<file path="config.mk">
export PLATFORM = sky130hd
export DESIGN_NAME = prog_loader_flat
export DESIGN_NICKNAME = d
export VERILOG_FILES = /design/src/rtl/prog_loader_if.sv /design/src/rtl/prog_loader.sv /design/src/flat_wrapper.sv
export SDC_FILE = /design/constraint.sdc
export NUM_CORES = 1
export LEC_CHECK = 0
export ABC_AREA = 1
export BUFFER_PORTS_ARGS = -buffer_cell sky130_fd_sc_hd__buf_2
export CAP_MARGIN = 10
export CORE_MARGIN = 3
export CORE_UTILIZATION = 50
export CTS_BUF_LIST = sky130_fd_sc_hd__clkbuf_2 sky130_fd_sc_hd__clkbuf_4 sky130_fd_sc_hd__clkbuf_8
export DETAILED_ROUTE_END_ITERATION = 12
export GPL_TIMING_DRIVEN = 1
export HOLD_SLACK_MARGIN = 0.12
export MAX_ROUTING_LAYER = met4
export PLACE_DENSITY = 0.74
export SLEW_MARGIN = 10
export SYNTH_ARGS = -nofsm -noshare
export SYNTH_HDL_FRONTEND = slang
export SYNTH_SLANG_ARGS = --single-unit
</file>
<file path="constraint.sdc">
create_clock -name clk -period 2.4 [get_ports clk]
set_clock_uncertainty 0.1 [all_clocks]
set_input_delay 0.72 -clock clk [delete_from_list [all_inputs] [get_ports clk]]
set_output_delay 0.72 -clock clk [all_outputs]
set_load 0.005 [all_outputs]
</file>
<file path="src/rtl/prog_loader_if.sv">
// Program-load bus: host-side start/byte stream in, instruction-memory write port out.
interface prog_loader_if;
   logic        start;
   logic [10:0] word_count;
   logic        in_valid;
   logic [7:0]  in_data;
   logic        in_ready;
   logic        mem_we;
   logic [31:0] mem_addr;
   logic [31:0] mem_wd;
   logic        busy;
   logic        done;
   logic        cpu_rst_n;

   // Host / byte source side
   modport master (
      output start, word_count, in_valid, in_data,
      input  in_ready, mem_we, mem_addr, mem_wd, busy, done, cpu_rst_n
   );

   // Loader side
   modport slave (
      input  start, word_count, in_valid, in_data,
      output in_ready, mem_we, mem_addr, mem_wd, busy, done, cpu_rst_n
   );
endinterface

</file>
<file path="src/rtl/prog_loader.sv">
// Program loader: assembles a little-endian byte stream into 32-bit words and writes
// them to instruction memory, holding the CPU in reset until a full program is present.
module prog_loader #(
   parameter int unsigned DEPTH     = 1024,
   parameter logic [31:0] BASE_ADDR = 32'h0000_0000
) (
   input logic          clk,
   input logic          rst,
   prog_loader_if.slave bus
);

   // word_count is 11 bits wide, so the clamp can never exceed 2047.
   localparam logic [10:0] MaxCount = (DEPTH > 32'd2047) ? 11'd2047 : 11'(DEPTH);

   typedef enum logic [1:0] {StIdle, StLoad, StWrite, StDone} state_e;

   state_e      state;
   state_e      state_next;
   logic [10:0] count;
   logic [10:0] word_idx;
   logic [1:0]  byte_idx;
   logic [23:0] byte_buf;   // bytes 0..2 of the word being assembled
   logic        accept;
   logic        last_word;

   // in_ready is registered as (state == StLoad), so the state compare is equivalent.
   assign accept    = (state == StLoad) && bus.in_valid;
   assign last_word = (word_idx == count - 11'd1);

   // Next-state decode
   always_comb begin
      state_next = state;
      unique case (state)
         StIdle, StDone: begin
            if (bus.start) begin
               state_next = (bus.word_count == 11'd0) ? StDone : StLoad;
            end
         end
         StLoad:  if (accept && (byte_idx == 2'd3)) state_next = StWrite;
         StWrite: state_next = last_word ? StDone : StLoad;
         default: state_next = StIdle;
      endcase
   end

   // State, datapath and registered outputs (outputs reflect the state being entered)
   always_ff @(posedge clk) begin
      if (rst) begin
         state         <= StIdle;
         count         <= '0;
         word_idx      <= '0;
         byte_idx      <= '0;
         byte_buf      <= '0;
         bus.in_ready  <= 1'b0;
         bus.mem_we    <= 1'b0;
         bus.mem_addr  <= '0;
         bus.mem_wd    <= '0;
         bus.busy      <= 1'b0;
         bus.done      <= 1'b0;
         bus.cpu_rst_n <= 1'b0;
      end else begin
         state         <= state_next;
         bus.in_ready  <= (state_next == StLoad);
         bus.mem_we    <= (state_next == StWrite);
         bus.busy      <= (state_next == StLoad) || (state_next == StWrite);
         bus.done      <= (state_next == StDone);
         bus.cpu_rst_n <= (state_next == StDone);

         case (state)
            StIdle, StDone: begin
               if (bus.start && (bus.word_count != 11'd0)) begin
                  count    <= (bus.word_count > MaxCount) ? MaxCount : bus.word_count;
                  word_idx <= '0;
                  byte_idx <= '0;
               end
            end
            StLoad: begin
               if (accept) begin
                  byte_idx <= byte_idx + 2'd1;
                  case (byte_idx)
                     2'd0: byte_buf[7:0]   <= bus.in_data;
                     2'd1: byte_buf[15:8]  <= bus.in_data;
                     2'd2: byte_buf[23:16] <= bus.in_data;
                     default: begin
                        // Publish only on the final byte so mem_wd/mem_addr hold between writes.
                        bus.mem_wd   <= {bus.in_data, byte_buf};
                        bus.mem_addr <= BASE_ADDR + {19'd0, word_idx, 2'b00};
                     end
                  endcase
               end
            end
            StWrite: word_idx <= word_idx + 11'd1;
            default: ;
         endcase
      end
   end

endmodule

</file>
<file path="src/flat_wrapper.sv">
// flat-port wrapper written by rule: the top's interface ports become plain ports
module prog_loader_flat 
#(
   parameter int unsigned DEPTH     = 1024,
   parameter logic [31:0] BASE_ADDR = 32'h0000_0000
)
  (clk, rst, bus_start, bus_word_count, bus_in_valid, bus_in_data, bus_in_ready, bus_mem_we, bus_mem_addr, bus_mem_wd, bus_busy, bus_done, bus_cpu_rst_n);
  prog_loader_if bus_i ();
  input logic clk;
  input logic rst;
  input wire logic [$bits(bus_i.start)-1:0] bus_start;
  input wire logic [$bits(bus_i.word_count)-1:0] bus_word_count;
  input wire logic [$bits(bus_i.in_valid)-1:0] bus_in_valid;
  input wire logic [$bits(bus_i.in_data)-1:0] bus_in_data;
  output wire logic [$bits(bus_i.in_ready)-1:0] bus_in_ready;
  output wire logic [$bits(bus_i.mem_we)-1:0] bus_mem_we;
  output wire logic [$bits(bus_i.mem_addr)-1:0] bus_mem_addr;
  output wire logic [$bits(bus_i.mem_wd)-1:0] bus_mem_wd;
  output wire logic [$bits(bus_i.busy)-1:0] bus_busy;
  output wire logic [$bits(bus_i.done)-1:0] bus_done;
  output wire logic [$bits(bus_i.cpu_rst_n)-1:0] bus_cpu_rst_n;
  assign bus_i.start = bus_start;
  assign bus_i.word_count = bus_word_count;
  assign bus_i.in_valid = bus_in_valid;
  assign bus_i.in_data = bus_in_data;
  assign bus_in_ready = bus_i.in_ready;
  assign bus_mem_we = bus_i.mem_we;
  assign bus_mem_addr = bus_i.mem_addr;
  assign bus_mem_wd = bus_i.mem_wd;
  assign bus_busy = bus_i.busy;
  assign bus_done = bus_i.done;
  assign bus_cpu_rst_n = bus_i.cpu_rst_n;
  prog_loader #(.DEPTH(DEPTH), .BASE_ADDR(BASE_ADDR)) u_core (.clk(clk), .rst(rst), .bus(bus_i));
endmodule
</file>
# Word-level counts from Yosys, hierarchy flattened
# Index checks and enable logic that the tools add are counted.
# totals
reg_bits	97
latchBits	0
ramBits	0
rom_bits	0
output_inout_bits	69
mem_count	0
# classes
add_sub_neg	3
n_mul	0
div	0
order_cmp	1
eq_ne	12
shifts	0
n_mux	11
n_bitwise	1
reduce_logical	19
# op_table
cell	n
$mux 11	2
$pmux 11 s2	1
$reduce_and 3->1	5
$eq 2x2->1 const B	6
$mux 2	6
$add 11x1->11 const B	1
$eq 11x11->1	1
$gt 11x11->1 const B	1
$logic_not 11->1	1
$reduce_bool 11->1	1
$sub 11x1->11 const B	1
$eq 2x1->1 const B	3
$pmux 2 s3	1
$logic_not 2->1	2
$ne 2x1->1 const B	2
$pmux 2 s2	1
$reduce_and 2->1	2
$reduce_bool 2->1	2
$logic_and 1x1->1	3
$reduce_or 3->1	1
$add 2x1->2 const B	1
$reduce_or 2->1	1
$logic_or 1x1->1	1
$not 1->1	1

# Logic depth before layout (Yosys ltp)
# logic_depth
word_depth	7
depth_mapped	17

# Least setup slack after synthesis
# No wires, ideal clock.
# synth_path
path_type	input to register
startpoint	input port bus_word_count[1]
endpoint	register u_core.word_idx[5]
setup_ps	116
arrival_ps	1783
required_time_ps	2184
path_slack_ps	401
stages	8
path_buffers	0
cell_sequence	or2_1 nor3_4 nand3_2 nand3_4 nand2_2 nand3_1 nand2_1 and3_1
# synth_via
elab_chain_len	4
# synth_lines
element	line_no	source
start, declared	flat_wrapper.sv:12	input wire logic [$bits(bus_i.word_count)-1:0] bus_word_count;
$reduce_bool 11->1	prog_loader.sv:70	if (bus.start && (bus.word_count != 11'd0)) begin
$logic_and 1x1->1	prog_loader.sv:70	
$ne 2x1->1 (no source line)	n/a	
$reduce_and 2->1 (no source line)	n/a	
end signal, assigned	prog_loader.sv:91	StWrite: word_idx <= word_idx + 11'd1;
end, declared	prog_loader.sv:20	logic [10:0] word_idx;
# No other way between the ends.
# A chain may end at the register's enable or synchronous reset.

# Final worst setup path
# layout_path
startpoint	register u_core.count[0]
endpoint	register u_core.bus.busy
# layout_via
elab_chain_len	6
word_cells_on_any_way	7
cone_classes	add/sub: 1; eq/ne: 3; mux: 2; reduce/logical: 1
# layout_lines
element	line_no	source
start, declared	prog_loader.sv:19	logic [10:0] count;
start signal, assigned	prog_loader.sv:71	count <= (bus.word_count > MaxCount) ? MaxCount : bus.word_count;
$sub 11x1->11 *	prog_loader.sv:28	assign last_word = (word_idx == count - 11'd1);
$eq 11x11->1 *	prog_loader.sv:28	
$mux 2 *	prog_loader.sv:40	StWrite: state_next = last_word ? StDone : StLoad;
$pmux 2 s3 *	prog_loader.sv:33	unique case (state)
$eq 2x1->1 / $eq 2x2->1 (equally long branches)	prog_loader.sv:64	bus.busy <= (state_next == StLoad) || (state_next == StWrite);
$logic_or 1x1->1 *	prog_loader.sv:64	
end signal, assigned	prog_loader.sv:64	
end, declared	prog_loader_if.sv:24	output in_ready, mem_we, mem_addr, mem_wd, busy, done, cpu_rst_n
# Every way passes the cells marked *; elsewhere a longest branch is shown, timed or not.

==> out/results.ini <==
[critical_path]
critPathSlowestCell = dfxtp_2
start_kind = flip-flop
crit_buf_inv = 2
cp.required_ns = 2.60
crit_type = flip-flop to flip-flop
cp_top_family = simple AND/OR/NAND/NOR gates
crit_chain = inv_2 -> ha_1 -> nand2_1 -> nand2_1 -> nor3_1 -> nand2_1 -> nor2_1 -> nand2_1 -> nor2_1 -> nand3_1 -> nand3_2 -> nand2_2 -> inv_2 -> ha_1 -> nor2_1
cp_max_fo = 4
critPathMostFrequentCell = nand2_1
worst_ep_arrival_time_ns = 2.37
critical-path-max-stage-delay_ns = 0.35
end_kind = flip-flop

[power_and_ir_drop]
power_frac_seq = 0.430
power_density_nw_per_um2 = 834.2
total_leakage_power_nw = 2.086
combPwrFrac = 0.330
p_sw_mw = 1.629
p_clk_frac = 0.240
peakVddDrop_mv = 0.3714
p_sw_frac = 0.3850
p_int_mw = 2.602
power_mw = 4.231

[grt]
antenna_found_initial = 0
track_usage = 0.2186
grt_use_met1 = 0.2936
busiest_layer = met2
overflow = 0
grt_max_degree = 74
grt_first_pass_wirelength_mm = 17.81
grt_pass1_vias = 3769
use_met3 = 0.03168
met2_usage = 0.3405

[clock_network]
ctsRootBufferMaster = clkbuf_8
clkTransAtPathRegs_ns = 0.10
cts_resized = 0
clk_latency_ns = 0.36
post_cts_buffers = 0
numCtsBuffers = 9
cts_buffer_depth = 2
cts.sinks = 97
cts_tree = done
cts_hold_buf = 0
htreeDepth = 3

[synth]
synth_area_leaders = dfxtp_1 43%, nand2_1 11%, nand3_1 10%, a21oi_1 9.7%, buf_4 3.6%
synthFlopType = dfxtp_1
synth_edf_count = 0
seq_area_frac_synth = 0.4279
async_reset_ff_frac = 0
ys_ff_latch = 97
yosys_warnings = 0
yosysTopAreaCellShare = 0.4279
netlist_area_um2 = 4538
netlist-cell-type-count = 36
synthCells = 613
syn_area_per_cell_um2 = 7.403
yosys.area.top_type = dfxtp_1

[flow_run]
max_cap_violations = 0

[sta]
post-route-period-util = 0.9041
fin_crit_ns = 2.170
tns_ns = 0
max_clock_freq_mhz = 460.8
hold_viol = 0
maxSlewHeadroom = 0.5634
tightest_slew_ns = 0.6549
finalSetupViolCount = 0
grt_setup_unrepaired = false
maxSlewViolCount = 0

[outcome]
status = complete, no violations

[placement]
dp.final_hpwl_mm = 7.621
place.port_buffers = 70
place_congestion = 0.9488

[layout]
final_nets = 703
drive_gt1_frac = 0.1813
antenna_cells = 0
fillCellCount = 804
area_growth_pct = 11.77
fin_util = 0.5788

[floorplan]
die_y_um = 101.3
start_util = 0.5178
chipWidth_um = 101.3
die-area_um2 = 10260
rows = 34
core_area_um2 = 8763
ioPinCount = 92

[worst_hold_path]
hp-class = flip-flop to flip-flop

[route]
post_drt_wl_per_cell_um = 13.71
drc = 0
vias_per_cell = 5.329
drt_wl_total_mm = 10.71
drt_pass1_iterations = 5
drt_iter0_markers = 281
vias = 4162
ant_nets = 0

[sequential cells by signal (all words and copies together), names as in the netlist]
name / flops
u_core.bus.mem_wd: 32
u_core.byte_buf: 24
u_core.bus.mem_addr: 11
u_core.count: 11
u_core.word_idx: 11
u_core.byte_idx: 2
u_core.state: 2
u_core.bus.busy: 1
u_core.bus.done: 1
u_core.bus.in_ready: 1
u_core.bus.mem_we: 1
[synthesized netlist by cell type, types with 3 or more instances]
master / number
nand2_1: 136
dfxtp_1: 97
nand3_1: 92
a21oi_1: 88
inv_1: 36
nor2_1: 33
clkbuf_1: 28
buf_4: 22
ha_1: 12
inv_2: 7
xor2_1: 7
a211oi_2: 6
nor3_1: 5
nand4_1: 4
xnor2_1: 4
a22oi_1: 3
nand3b_1: 3
o21ai_0: 3
[per-layer routing]
layer  vias up  wire length [µm]
met5         -                 0
met4         0               125
met3        12               508
met2       113              5120
met1      1946              4954
li1       2091                 -
[layout by cell type (no fill, tap or decap), types with 4 or more instances in the layout]
| master | n |
|---|---|
| a211oi_2 | 6 |
| a21oi_1 | 88 |
| buf_2 | 70 |
| buf_4 | 8 |
| clkbuf_8 | 9 |
| conb_1 | 21 |
| dfxtp_1 | 96 |
| ha_1 | 12 |
| inv_1 | 34 |
| inv_2 | 9 |
| nand2_1 | 135 |
| nand3_1 | 91 |
| nand4_1 | 4 |
| nor2_1 | 32 |
| nor3_1 | 5 |
| xnor2_1 | 4 |
| xor2_1 | 7 |
[cell families after synthesis]
| kind of cell | count (synthesis) | share of synthesized area |
|---|---|---|
| buffers and inverters | 100 | 0.1048 |
| xor gates and xnor gates | 11 | 0.02123 |
| adders and majority gates | 12 | 0.03308 |
| other | 1 | 0.0008263 |
| DFF | 97 | 0.4279 |
| and+or+nand+nor | 285 | 0.2793 |
| AOI/OAI and AO/OA | 107 | 0.1329 |
[metrics by stage]
step / hold WS (ns) / instances / setup WS, ns / area (µm²)
4_1_cts: 0.3663 / 781 / 0.1561 / 5061
3_3_place_gp: 0.3468 / 765 / 0.1713 / 4873
2_1_floorplan: 0.3417 / 633 / 0.4013 / 4613
3_5_place_dp: 0.3502 / 765 / 0.1033 / 4873
5_1_grt: 0.3776 / 781 / 0.005439 / 5072
6_report: 0.3615 / 781 / 0.2301 / 5072
[final cells by class]
type                    count  area, µm²  area share
multi-input cells         436       2206      0.4349
flip-flops and latches     97       1943      0.3831
repair buffers             79      430.4     0.08485
inverters                  45      170.2     0.03355
well taps                 108      135.1     0.02664
clock buffers               9      123.9     0.02442
clock inverters             7      63.81     0.01258
[worst min-delay path, cell delays in order, from the launching register on]
cell     delay (ns)
dfxtp_1        0.32
nand2_1        0.06
a21oi_1        0.05
[path summary, 6_finish.rpt]
path                        endpoint  depth (start not counted)  slack (ns)                     from
min          u_core.bus.mem_addr[10]                          2        0.36  u_core.bus.mem_addr[10]
max                  u_core.bus.busy                         15        0.23          u_core.count[0]
max reg2reg          u_core.bus.busy                         15        0.23          u_core.count[0]
min reg2reg  u_core.bus.mem_addr[10]                          2        0.36  u_core.bus.mem_addr[10]
[power groups by stage]
stage          clock [mW]  combinational (mW)  sequential [mW]
2_1_floorplan           0                1.11             1.83
3_3_place_gp            0                1.32             1.85
3_5_place_dp            0                1.36             1.86
4_1_cts              1.04                1.37             1.82
5_1_grt              1.10                1.61             1.84
6_report             1.02                1.40             1.82
Power figures use the tool's default switching activity.
